## src/rtl/reg_load_pkg.sv

```systemverilog
// Shared types and helpers for the load-register round-robin scheduler.
package reg_load_pkg;

    typedef enum logic [1:0] {
        IDLE,
        LOAD,
        CHECK
    } sched_state_e;

    localparam int unsigned ERR_CNT_W = 8;

    function automatic logic [ERR_CNT_W-1:0] sat_inc(input logic [ERR_CNT_W-1:0] v);
        return (&v) ? v : v + 1'b1;
    endfunction

endpackage

```

## src/rtl/rr_pick.sv

```systemverilog
// Combinational round-robin pick: first set request at or after ptr, wrapping mod NREQ.
module rr_pick #(
    parameter int unsigned NREQ = 4,
    localparam int unsigned IW  = $clog2(NREQ)
) (
    input  logic [NREQ-1:0] req,
    input  logic [IW-1:0]   ptr,
    output logic [NREQ-1:0] gnt,
    output logic [IW-1:0]   idx,
    output logic            any
);

    // Scan by distance from ptr so every select uses a loop constant index.
    always_comb begin
        gnt = '0;
        idx = '0;
        any = 1'b0;
        for (int k = 0; k < int'(NREQ); k++) begin
            for (int i = 0; i < int'(NREQ); i++) begin
                if (!any && req[i] &&
                    ((i + int'(NREQ) - int'(ptr)) % int'(NREQ)) == k) begin
                    any    = 1'b1;
                    gnt[i] = 1'b1;
                    idx    = IW'(i);
                end
            end
        end
    end

endmodule

```

## src/rtl/reg_load_sched.sv

```systemverilog
// Round-robin scheduler sharing one load register among NREQ requesters,
// with readback verification and a saturating mismatch counter.
module reg_load_sched
    import reg_load_pkg::*;
#(
    parameter int unsigned NREQ      = 4,
    parameter int unsigned DW        = 8,
    parameter bit          VERIFY_EN = 1'b1,
    localparam int unsigned IW       = $clog2(NREQ)
) (
    input  logic                 clk,
    input  logic                 reset_n,
    input  logic [NREQ-1:0]      req_valid,
    input  logic [NREQ*DW-1:0]   req_data,
    output logic [NREQ-1:0]      req_ready,
    output logic                 load_en,
    output logic [DW-1:0]        d,
    input  logic [DW-1:0]        q,
    output logic                 rsp_valid,
    output logic [IW-1:0]        rsp_id,
    output logic                 rsp_err,
    output logic                 busy,
    output logic [ERR_CNT_W-1:0] err_cnt
);

    sched_state_e         state_q, state_d;
    logic [IW-1:0]        ptr_q;
    logic [IW-1:0]        id_q;
    logic [DW-1:0]        data_q;
    logic [ERR_CNT_W-1:0] err_cnt_q;

    logic [NREQ-1:0]      pick_gnt;
    logic [IW-1:0]        pick_idx;
    logic                 pick_any;
    logic [DW-1:0]        sel_data;
    logic                 accept;

    rr_pick #(
        .NREQ (NREQ)
    ) u_rr_pick (
        .req (req_valid),
        .ptr (ptr_q),
        .gnt (pick_gnt),
        .idx (pick_idx),
        .any (pick_any)
    );

    always_comb begin
        sel_data = '0;
        for (int i = 0; i < int'(NREQ); i++) begin
            if (pick_gnt[i]) begin
                sel_data = req_data[i*int'(DW) +: DW];
            end
        end
    end

    always_comb begin
        state_d   = state_q;
        req_ready = '0;
        load_en   = 1'b0;
        rsp_valid = 1'b0;
        rsp_err   = 1'b0;
        accept    = 1'b0;
        unique case (state_q)
            IDLE: begin
                if (pick_any) begin
                    req_ready = pick_gnt;
                    accept    = 1'b1;
                    state_d   = LOAD;
                end
            end
            LOAD: begin
                load_en = 1'b1;
                state_d = CHECK;
            end
            CHECK: begin
                rsp_valid = 1'b1;
                // Case inequality so an X readback counts as a mismatch.
                rsp_err   = VERIFY_EN && (q !== data_q);
                state_d   = IDLE;
            end
            default: state_d = IDLE;
        endcase
    end

    always_ff @(posedge clk or negedge reset_n) begin
        if (!reset_n) begin
            state_q   <= IDLE;
            ptr_q     <= '0;
            id_q      <= '0;
            data_q    <= '0;
            err_cnt_q <= '0;
        end else begin
            state_q <= state_d;
            if (accept) begin
                data_q <= sel_data;
                id_q   <= pick_idx;
                ptr_q  <= (pick_idx == IW'(NREQ - 1)) ? '0 : pick_idx + 1'b1;
            end
            if (rsp_err) begin
                err_cnt_q <= sat_inc(err_cnt_q);
            end
        end
    end

    assign d       = data_q;
    assign rsp_id  = id_q;
    assign busy    = (state_q != IDLE);
    assign err_cnt = err_cnt_q;

endmodule

```

## config.mk

```make
export PLATFORM = sky130hd
export DESIGN_NAME = reg_load_sched
export DESIGN_NICKNAME = d
export VERILOG_FILES = /design/src/rtl/reg_load_pkg.sv /design/src/rtl/rr_pick.sv /design/src/rtl/reg_load_sched.sv
export SDC_FILE = /design/constraint.sdc
export NUM_CORES = 1
export LEC_CHECK = 0
export BUFFER_PORTS_ARGS = -buffer_cell sky130_fd_sc_hd__buf_2
export CAP_MARGIN = 20
export CORE_UTILIZATION = 45
export DETAILED_ROUTE_END_ITERATION = 6
export PLACE_DENSITY = 0.88
export SLEW_MARGIN = 20
export SYNTH_ARGS = -nofsm -noshare
export SYNTH_HDL_FRONTEND = slang
export SYNTH_SLANG_ARGS = --single-unit
```

## constraint.sdc

```tcl
create_clock -name clk -period 1.9 [get_ports clk]
set_input_delay 0.285 -clock clk [delete_from_list [all_inputs] [get_ports clk]]
set_output_delay 0.285 -clock clk [all_outputs]
set_load 0.1 [all_outputs]
```

==> summary.log, run 1 <==
INFO  timing         report.final.hold_viol_count=0
INFO  layout         antennaDiodeCount=0
INFO  global_route   grt_first_pass_wirelength=6470um
INFO  cts            clkSlewWorstSetupHoldPaths=140ps
INFO  routing        firstDrtPassIters=4
INFO  setup_path     slowest_stage=dfrtp_1
INFO  floorplan      die-width=58.1um
INFO  routing        detail_route.wirelength=3980um
INFO  setup_path     crit_path_end_kind=primary output
INFO  timing         timing.final.setup_violations=3
INFO  routing        dr_total_vias=1,493
INFO  synthesis      synth.top_cell.area_share=38.8%
INFO  layout         layout-drive-gt1-share=62.1%
INFO  timing         min_cycle_time_layout=1930ps
INFO  cts            tritoncts=built
INFO  placement      dpl.hpwl=2950um
INFO  synthesis      synth_nets=189
INFO  cts            clock_tree.htree_level_count=1
INFO  placement      placement.cell_area=1970squm
INFO  layout         area_growth_syn_to_layout=52.1%
INFO  global_route   grt_pass1_vias=1,373
INFO  timing         layout_worst_path_cycle_share=102%
INFO  setup_path     setup.worst_path.class=flop to primary output
INFO  synthesis      synthTopCellsByArea=dfrtp_1 39%, a221oi_2 8.5%, o31ai_2 7.1%, a2bb2oi_1 4.9%, xnor2_1 4.9%
INFO  layout         stdcell_area=2160squm
INFO  setup_path     worstPathMaxFanout=4
INFO  routing        detail-route-antenna-nets=0
INFO  timing         fmax=518MHz
INFO  setup_path     cp_slowest_stage_delay=420ps
INFO  synthesis      synth.avg_cell_area=9.98squm
INFO  synthesis      synth_area_leader_cell=dfrtp_1
INFO  outcome        failed_checks=setup timing
INFO  setup_path     timing.critical_path.from_type=flop
INFO  synthesis      synth_cell_types=40
INFO  setup_path     worstPathRequired=1620ps
INFO  job            maxCapViolCount=0
INFO  cts            cts_num_sinks=22
INFO  synthesis      compound_gate_fraction_of_synth_area=27.0%
INFO  floorplan      fp.dieH=58.1um
INFO  cts            cts.path.max_buffers=2
INFO  global_route   grt_antenna_before_repair=0
INFO  timing         timing_max_transition_violations_final=0
INFO  synthesis      synth-edff-count=0
INFO  global_route   grt_max_degree=23
INFO  routing        post-route-drc-count=0
INFO  setup_path     arrival=1650ps
INFO  synthesis      synth_commonest_cells=22 x dfrtp_1, 16 x nor2_1, 12 x nand2_1
INFO  layout         final_net_count=275
INFO  synthesis      synth-seq-cells=22
INFO  cts            root_buffer=clkbuf_4
INFO  synthesis      synth_xor_area_share=9.27%
INFO  placement      routabilityCongestion=0.894
INFO  timing         maxSlewHeadroom=66.5%
INFO  synthesis      syn_area=1420squm
INFO  synthesis      dominant_combinational_cell_family_by_area_after_synthesis=compound AO/OA/AOI/OAI gates
INFO  routing        initialDrtViolationCount=60
INFO  min_path       min-delay-path-class=primary input to flop
INFO  global_route   grt_overflow=0
INFO  synthesis      synthMostInstantiatedCell=dfrtp_1
INFO  routing        post_drt_wl_per_cell=14.7um
INFO  synthesis      register_area_share_after_synthesis=38.8%
INFO  synthesis      postSynth.asyncResetShare=100%
INFO  floorplan      fp.coreArea=3030squm
INFO  placement      placement.setup.worst_slack=235ps
INFO  synthesis      ys.flop_type=dfrtp_1
INFO  setup_path     path_cells=or2_4 > a21o_4 > buf_8 > nor2_4 > buf_12
INFO  synthesis      synthSimpleGateAreaFrac=20.1%
INFO  floorplan      placement_rows=20
INFO  routing        drt_via_density=5.51
INFO  placement      port_buffers=71
INFO  layout         fillCellCount=230
INFO  floorplan      ioPinCount=72
INFO  synthesis      synth_warnings=0
INFO  floorplan      start_util=46.8%
INFO  timing         finClkSkew=15.8ps
INFO  setup_path     r2r_slack=100ps
INFO  setup_path     critical_path.top_delay_family=flip-flops
INFO  timing         setup_repair_after_global_routing_missed_its_margin=yes
INFO  synthesis      post_synth_fa_ha_maj_area_fraction=0.883%
INFO  outcome        status=finished, violations left
INFO  cts            worstSkewPairLatency=330ps
INFO  timing         finalWorstSetupSlack=-31.5ps
INFO  floorplan      design.die.area=3380squm
INFO  timing         transition_at_the_pin_with_the_smallest_max_transition_slack=502ps
INFO  global_route   global_route.usage.total=25.6%
INFO  synthesis      fraction_of_synthesized_area_in_multiplexers=0.794%
INFO  setup_path     path_buf_inv=2
INFO  synthesis      synthesis.instances=142
INFO  cts            numCtsBuffers=3
-- final timing paths --
path,from,endpoint,cells after the start
worst max-delay path,state_q[0],req_ready[3],5
worst max register to register,ptr_q[1],d[2],7
min in group asynchronous,reset_n,err_cnt[0],2
max in group asynchronous,reset_n,d[2],2
worst min-delay path,req_data[16],d[0],3
worst min register to register,err_cnt[7],err_cnt[7],1
-- sequential cells by signal (all words and copies together), names as in the netlist --
name     flops
rsp_id       2
d            8
state_q      2
ptr_q        2
err_cnt      8
-- layout make-up --
class / instances / area [sq um] / area share (%)
Timing Repair Buffer: 86 / 551 / 25.5
Clock inverter: 1 / 30.0 / 1.39
Clock buffer: 3 / 22.5 / 1.04
Sequential cell: 22 / 572 / 26.5
Inverter: 3 / 17.5 / 0.813
Multi-Input combinational cell: 112 / 908 / 42.1
Tap cell: 44 / 55.1 / 2.55
-- through the flow --
stage / instances / util, % / hold slack (ps) / TNS (ps)
final: 271 / 71.2 / 254 / -87.4
after global routing: 271 / 71.2 / 236 / -405
after CTS: 270 / 69.9 / 257 / -90.0
after detailed placement: 259 / 65.0 / 284 / 0
after global placement: 259 / 65.0 / 274 / 0
after floorplan: 142 / - / -10.6 / -442
-- cells by family (layout without fill, tap and decap cells) --
family	count (synthesis)	count (layout)
XOR/XNOR	15	15
multiplexers	1	1
AND/OR/NAND/NOR	57	57
flip-flops	22	22
buffers and inverters	8	93
adder cells (fa/ha/maj)	1	1
AO/OA/AOI/OAI	38	38
-- layout by cell type (no fill, tap or decap), types with 2 or more instances in the layout --
master | netlist | routed
nor2_1 | 16 | 13
nor2_4 | 1 | 5
nand4_1 | 3 | 3
dfrtp_1 | 22 | 5
nand2b_1 | 3 | 3
a21oi_1 | 3 | 2
o21ai_1 | 3 | 3
nor2b_1 | 3 | 3
xor2_1 | 7 | 7
xnor2_1 | 8 | 5
clkbuf_4 | 0 | 4
a2bb2oi_1 | 8 | 8
xnor2_2 | 0 | 3
nand3_1 | 5 | 5
dfrtp_2 | 0 | 17
nand2_1 | 12 | 12
buf_4 | 1 | 13
o31ai_2 | 8 | 8
a221oi_2 | 8 | 8
nor4_1 | 3 | 3
nor3_1 | 3 | 2
buf_8 | 0 | 2
buf_12 | 0 | 4
buf_2 | 2 | 65
-- layer usage --
layer	track usage, %	vias up	share of wire, %
met5	0	-	0
met4	9.52	0	2.2
met3	5.58	9	7.9
met2	41.7	78	48
met1	33.5	702	42
li1	-	704	-
-- worst register-to-register path, delay by kind of cell (launching register included) --
kind                   cells  cell delay, ps
and+or+nand+nor            1             210
DFF                        1             500
AOI/OAI and AO/OA          3             540
buffers and inverters      3             450
-- timing repair --
action | 4_1_cts | 5_1_grt
setup buffers | 6 | 1
gates resized for setup | 10 | 6
setup endpoints to repair | 5 | 7
pin swaps | 3 | 2
hold buffers | 1 | 0
hold endpoints to repair | 22 | 0
Power of run 1 is not shown: default switching activity piles up to over one toggle a cycle in this logic, so the estimate is an artifact.
==> run 2, diff against run 1 <==
--- a/config.mk
+++ b/config.mk
@@ -10,6 +10,7 @@
 export CORE_UTILIZATION = 45
 export DETAILED_ROUTE_END_ITERATION = 6
 export PLACE_DENSITY = 0.88
+export RECOVER_POWER = 100
 export SLEW_MARGIN = 20
 export SYNTH_ARGS = -nofsm -noshare
 export SYNTH_HDL_FRONTEND = slang
==> run 2 against run 1 <==
Against the previous run:
- fmax decreased by 0.20%
- first-iteration DRC count unchanged
- clock skew increased by 1.9 ps
- the flow still finishes with violations (setup timing)
- highest routed layer unchanged
- register-to-register slack got worse by 70 ps
- flip-flop and latch count unchanged
- wire length increased by 1.3%
- non-clock buffer count unchanged
- utilization decreased by 0.74 points
- global-route usage unchanged
- die area unchanged
- setup slack got worse by 3.9 ps
- critical endpoint unchanged
- via count decreased by 0.13%
==> summary.log, run 2 (same netlist as run 1, synthesis figures left out) <==
INFO  outcome        status=finished, violations left [unchanged]
INFO  outcome        failed_checks=setup timing [unchanged]
INFO  layout         antennaDiodeCount=0 [unchanged]
INFO  layout         final_core_util=70.5% [was 71.2%]
INFO  setup_path     endpoint=req_ready[3] [unchanged]
INFO  floorplan      fp.dieH=58.1um [unchanged]
INFO  setup_path     cp_slowest_stage_delay=420ps [about the same]
INFO  placement      dpl.hpwl=2950um [unchanged]
INFO  routing        firstDrtPassIters=4 [unchanged]
INFO  routing        dr_total_vias=1,491 [was 1,493]
INFO  setup_path     timing.critical_path.from_type=flop [unchanged]
INFO  global_route   grt_first_pass_wirelength=6470um [unchanged]
INFO  global_route   grt_antenna_before_repair=0 [unchanged]
INFO  floorplan      placement_rows=20 [unchanged]
INFO  global_route   grt_util_met1=33.5% [unchanged]
INFO  cts            tritoncts=built [unchanged]
INFO  setup_path     setup.worst_path.class=flop to primary output [unchanged]
INFO  layout         layout-drive-gt1-share=59.9% [was 62.1%]
INFO  setup_path     critical_path_depth=5 [unchanged]
INFO  min_path       min-delay-path-class=primary input to flop [unchanged]
INFO  global_route   busiest_layer=met2 [unchanged]
INFO  layout         final_net_count=275 [unchanged]
INFO  setup_path     arrival=1650ps [about the same]
INFO  setup_path     worst_r2r_path_depth=7 [unchanged]
INFO  setup_path     critPathLaunch=state_q[0] [unchanged]
INFO  routing        post-route-drc-count=0 [unchanged]
INFO  layout         fillCellCount=235 [was 230]
INFO  setup_path     path_buf_inv=2 [unchanged]
INFO  setup_path     path_cells=or2_4 > a21o_4 > buf_8 > nor2_4 > buf_12 [unchanged]
INFO  timing         fmax=517MHz [was 518 MHz]
INFO  floorplan      die-width=58.1um [unchanged]
INFO  setup_path     crit_path_end_kind=primary output [unchanged]
INFO  placement      placement.cell_area=1970squm [unchanged]
INFO  placement      placed_cells_incl_taps=259 [unchanged]
INFO  floorplan      ioPinCount=72 [unchanged]
INFO  placement      routabilityCongestion=0.894 [unchanged]
INFO  setup_path     worst_r2r_startpoint=ptr_q[1] [unchanged]
INFO  cts            cts_num_sinks=22 [unchanged]
INFO  placement      port_buffers=71 [unchanged]
INFO  setup_path     worstPathRequired=1620ps [about the same]
INFO  floorplan      fp.coreArea=3030squm [unchanged]
INFO  cts            numCtsBuffers=3 [unchanged]
INFO  timing         report.final.hold_viol_count=0 [unchanged]
INFO  timing         finalWorstSetupSlack=-35.4ps [was -31.5 ps]
INFO  layout         area_growth_syn_to_layout=50.5% [was 52.1%]
INFO  setup_path     critical_path.top_delay_family=flip-flops [unchanged]
INFO  global_route   grt.met2_usage=41.7% [unchanged]
INFO  routing        drt_via_density=5.50 [was 5.51]
INFO  setup_path     worstPathMaxFanout=4 [unchanged]
INFO  layout         post_layout_nonfiller_instances=271 [unchanged]
INFO  timing         layout_worst_path_cycle_share=102% [about the same]
INFO  cts            cts.path.max_buffers=2 [unchanged]
INFO  global_route   grt_pass1_vias=1,373 [unchanged]
INFO  routing        post_drt_wl_per_cell=14.9um [was 14.7 um]
INFO  cts            root_buffer=clkbuf_4 [unchanged]
INFO  global_route   grt_overflow=0 [unchanged]
INFO  global_route   globalRouteMet3Util=5.58% [unchanged]
INFO  timing         setup_repair_after_global_routing_missed_its_margin=yes [unchanged]
INFO  cts            clkSlewWorstSetupHoldPaths=140ps [about the same]
INFO  global_route   grt_max_degree=23 [unchanged]
INFO  cts            clock_tree.htree_level_count=1 [unchanged]
INFO  setup_path     slowest_stage=dfrtp_1 [unchanged]
INFO  layout         layout.cells.most_common_list=46 x buf_2, 20 x clkbuf_2, 17 x dfrtp_2 [was 65 x buf_2, 17 x dfrtp_2, 13 x nor2_1, 13 x buf_4, 12 x nand2_1]
INFO  timing         timing.final.setup_violations=3 [unchanged]
INFO  routing        initialDrtViolationCount=60 [unchanged]
INFO  layout         mostFrequentLayoutCell=buf_2 [unchanged]
INFO  setup_path     r2r-end=d[2] [unchanged]
INFO  floorplan      design.die.area=3380squm [unchanged]
INFO  global_route   global_route.usage.total=25.6% [unchanged]
INFO  job            maxCapViolCount=0 [unchanged]
INFO  timing         min_cycle_time_layout=1940ps [was 1930 ps]
INFO  timing         maxSlewHeadroom=16.3% [was 66.5%]
INFO  layout         stdcell_area=2130squm [was 2160 sq um]
INFO  cts            worstSkewPairLatency=330ps [about the same]
INFO  setup_path     r2r_slack=30ps [was 100 ps]
INFO  floorplan      start_util=46.8% [unchanged]
INFO  timing         timing_max_transition_violations_final=0 [unchanged]
INFO  timing         transition_at_the_pin_with_the_smallest_max_transition_slack=1260ps [was 502 ps]
INFO  timing         finClkSkew=17.7ps [was 15.8 ps]
INFO  routing        detail-route-antenna-nets=0 [unchanged]
INFO  routing        detail_route.wirelength=4030um [was 3980 um]
[run 2: stage by stage]
stage	worst slack, ps	setup TNS (ps)	hold slack, ps
6_report	-35.4	-100	253
5_1_grt	-113	-1080	236
4_1_cts	-32.2	-90.0	257
3_5_place_dp	235	0	284
3_3_place_gp	228	0	274
2_1_floorplan	-288	-442	-10.6
[run 2: layout make-up]
class | count | area [sq um] | area share [%]
Multi-Input combinational cell | 112 | 901 | 42.2
Sequential cell | 22 | 572 | 26.8
Timing Repair Buffer | 86 | 537 | 25.2
Tap cell | 44 | 55.1 | 2.58
Clock inverter | 1 | 30.0 | 1.41
Clock buffer | 3 | 22.5 | 1.06
Inverter | 3 | 16.3 | 0.762
[run 2: timing repair]
action,CTS,global route
hold buffers,1,0
pin swaps,3,2
buffers inserted,6,1
hold endpoints to repair,22,0
resized for setup,10,6
endpoints found under the setup margin,5,7
[run 2: routing by layer]
| metal | wire length (um) | vias to the layer above |
|---|---|---|
| li1 | - | 702 |
| met1 | 1730 | 701 |
| met2 | 1890 | 79 |
| met3 | 331 | 9 |
| met4 | 88 | 0 |
| met5 | 0 | - |
[run 2: worst min-delay path: cells and delay by family]
kind | cells | cell delay (ps)
and+or+nand+nor | 1 | 40
AOI/OAI and AO/OA | 1 | 160
buffers and inverters | 1 | 80
[run 2: worst min-delay path by stage]
| stage | endpoint | slack [ps] | cells past startpoint | start |
|---|---|---|---|---|
| floorplan | d[0] | -10 | 0 | reset_n |
| global placement | err_cnt[2] | 270 | 1 | reset_n |
| detailed placement | ptr_q[1] | 280 | 1 | reset_n |
| CTS | d[0] | 260 | 3 | req_data[16] |
| global route | d[0] | 240 | 3 | req_data[16] |
| finish | d[0] | 250 | 3 | req_data[16] |
Power of run 2 is left out for the same reason.
==> run 3, diff against run 2 <==
--- a/config.mk
+++ b/config.mk
@@ -7,10 +7,11 @@
 export LEC_CHECK = 0
 export BUFFER_PORTS_ARGS = -buffer_cell sky130_fd_sc_hd__buf_2
 export CAP_MARGIN = 20
-export CORE_UTILIZATION = 45
+export CORE_UTILIZATION = 49
 export DETAILED_ROUTE_END_ITERATION = 6
-export PLACE_DENSITY = 0.88
+export PLACE_DENSITY = 0.94
 export RECOVER_POWER = 100
+export SETUP_SLACK_MARGIN = 0.1
 export SLEW_MARGIN = 20
 export SYNTH_ARGS = -nofsm -noshare
 export SYNTH_HDL_FRONTEND = slang
==> constraint.sdc (replaced) <==
create_clock -name clk -period 2.4 [get_ports clk]
set_input_delay 0.36 -clock clk [delete_from_list [all_inputs] [get_ports clk]]
set_output_delay 0.36 -clock clk [all_outputs]
set_load 0.1 [all_outputs]
==> run 3 against run 2 <==
Against the previous run:
- the flow now finishes without violations
- count of clock-buffer cells in the layout did not move
- cell count fell by 9.6%
- final area fell by 15%
- critical path depth did not move
- sequential share of layout area rose by 3.5 points
==> summary.log, run 3 (same netlist as run 1, synthesis figures left out) <==
INFO  layout         area_growth_syn_to_layout=28.2% [was 50.5%]
INFO  cts            worstSkewPairLatency=290ps [was 330 ps]
INFO  setup_path     worstPathMaxFanout=10 [was 4]
INFO  timing         finalWorstSetupSlack=191ps [was -35.4 ps]
INFO  timing         setup_repair_after_global_routing_missed_its_margin=no [was yes]
INFO  routing        initialDrtViolationCount=45 [was 60]
INFO  cts            post_cts_buffers=0 [was 6]
INFO  global_route   global_route.usage.total=23.6% [was 25.6%]
INFO  cts            tritoncts=built [unchanged]
INFO  global_route   grt_pass1_vias=1,335 [was 1,373]
INFO  routing        post-route-drc-count=0 [unchanged]
INFO  routing        detail_route.wirelength=3510um [was 4030 um]
INFO  outcome        status=finished clean [was finished, violations left]
INFO  placement      placement.setup.worst_slack=547ps [was 235 ps]
INFO  layout         final_net_count=263 [was 275]
INFO  placement      routabilityCongestion=0.883 [was 0.894]
INFO  global_route   grt_max_degree=23 [unchanged]
INFO  min_path       min-delay-path-class=primary input to asynchronous set/reset pin [was primary input to flop]
INFO  placement      placement.cell_area=1880squm [was 1970 sq um]
INFO  layout         mostFrequentLayoutCell=buf_2 [unchanged]
INFO  setup_path     r2r_slack=490ps [was 30 ps]
INFO  layout         stdcell_area=1820squm [was 2130 sq um]
INFO  layout         antennaDiodeCount=0 [unchanged]
INFO  placement      port_buffers=71 [unchanged]
INFO  timing         transition_at_the_pin_with_the_smallest_max_transition_slack=1180ps [was 1260 ps]
INFO  routing        drt_via_density=5.69 [was 5.50]
INFO  floorplan      ioPinCount=72 [unchanged]
INFO  timing         whs=260ps [was 253 ps]
INFO  timing         timing_max_transition_violations_final=0 [unchanged]
INFO  global_route   grt_first_pass_wirelength=5800um [was 6470 um]
INFO  timing         post_route_setup_tns=0ps [was -100 ps]
INFO  timing         min_cycle_time_layout=2210ps
INFO  floorplan      fp.coreArea=2760squm [was 3030 sq um]
INFO  floorplan      fp.dieH=55.8um [was 58.1 um]
INFO  layout         fillCellCount=248 [was 235]
INFO  setup_path     worstPathRequired=2040ps [was 1620 ps]
INFO  cts            clock_tree.htree_level_count=1 [unchanged]
INFO  timing         fmax=453MHz
INFO  timing         layout_worst_path_cycle_share=92.0%
INFO  routing        dr_total_vias=1,393 [was 1,491]
INFO  setup_path     crit_path_end_kind=primary output [unchanged]
INFO  routing        detail-route-antenna-nets=0 [unchanged]
INFO  layout         layout-drive-gt1-share=35.0% [was 59.9%]
INFO  floorplan      start_util=51.4% [was 46.8%]
INFO  timing         finClkSkew=2.58ps [was 17.7 ps]
INFO  routing        firstDrtPassIters=4 [unchanged]
INFO  setup_path     endpoint=req_ready[2] [was req_ready[3]]
INFO  layout         final-seq-area=551squm [was 572 sq um]
INFO  placement      dpl.hpwl=2780um [was 2950 um]
INFO  setup_path     setup.worst_path.class=flop to primary output [unchanged]
INFO  setup_path     worst_r2r_path_depth=5 [was 7]
INFO  global_route   grt_antenna_before_repair=0 [unchanged]
INFO  timing         maxSlewHeadroom=21.5% [was 16.3%]
INFO  setup_path     arrival=1850ps [was 1650 ps]
INFO  setup_path     r2r-end=d[6] [was d[2]]
INFO  cts            numCtsBuffers=3 [unchanged]
INFO  setup_path     worst_r2r_startpoint=state_q[1] [was ptr_q[1]]
INFO  timing         timing.final.setup_violations=0 [was 3]
INFO  layout         multi_input_area=807squm [was 901 sq um]
INFO  job            maxCapViolCount=0 [unchanged]
INFO  setup_path     timing.critical_path.from_type=flop [unchanged]
INFO  global_route   grt_overflow=0 [unchanged]
INFO  floorplan      design.die.area=3110squm [was 3380 sq um]
INFO  setup_path     critPathLaunch=state_q[1] [was state_q[0]]
INFO  timing         report.final.hold_viol_count=0 [unchanged]
INFO  floorplan      placement_rows=19 [was 20]
INFO  layout         layout.cells.most_common_list=46 x buf_2, 22 x dfrtp_1, 21 x clkbuf_1 [was 46 x buf_2, 20 x clkbuf_2, 17 x dfrtp_2]
INFO  routing        post_drt_wl_per_cell=14.3um [was 14.9 um]
INFO  floorplan      die-width=55.8um [was 58.1 um]
INFO  cts            cts_num_sinks=22 [unchanged]
INFO  cts            cts.path.max_buffers=2 [unchanged]
INFO  cts            root_buffer=clkbuf_4 [unchanged]
INFO  cts            clkSlewWorstSetupHoldPaths=110ps [was 140 ps]
run 3: worst max-delay path: stages (launching register included):
cell and delay, ps:
dfrtp_1 430, or2_2 320, a21o_1 230, buf_2 240, nor2_4 150, buf_12 180
run 3: what timing repair did:
item | 4_1_cts | 5_1_grt
hold buffers | 0 | 0
resized for setup | 0 | 1
endpoints found under the setup margin | 0 | 1
run 3: how the worst min path moves through the flow:
stage,startpoint,endpoint,slack [ps],cells after the start
after floorplan,reset_n,d[0],60,0
after global placement,reset_n,err_cnt[4],340,1
after detailed placement,reset_n,err_cnt[6],350,1
after CTS,reset_n,err_cnt[6],20,1
after global routing,reset_n,err_cnt[7],350,1
final,reset_n,err_cnt[7],260,1
run 3: metrics by stage:
stage	utilization [%]	instances
6_report	65.9	245
5_1_grt	65.9	245
4_1_cts	69.1	245
3_5_place_dp	68.3	242
3_3_place_gp	68.3	242
2_1_floorplan	-	142
run 3: layout make-up:
| cell class | instances | area share (%) |
|---|---|---|
| tap | 31 | 2.13 |
| clock buffer | 3 | 1.24 |
| inverter | 3 | 0.757 |
| timing repair buffer | 74 | 21.2 |
| multi-input combinational | 112 | 44.4 |
| sequential | 22 | 30.3 |
run 3: layer usage:
layer | GRT usage, % | share of wire [%] | routed length (um) | vias up
li1 | - | - | - | 678
met1 | 30.9 | 45 | 1580 | 659
met2 | 40.1 | 48 | 1690 | 54
met3 | 4.42 | 6.6 | 230 | 2
met4 | 6.07 | 0.31 | 11 | 0
met5 | 0 | 0 | 0 | -
Power of run 3 is left out for the same reason.
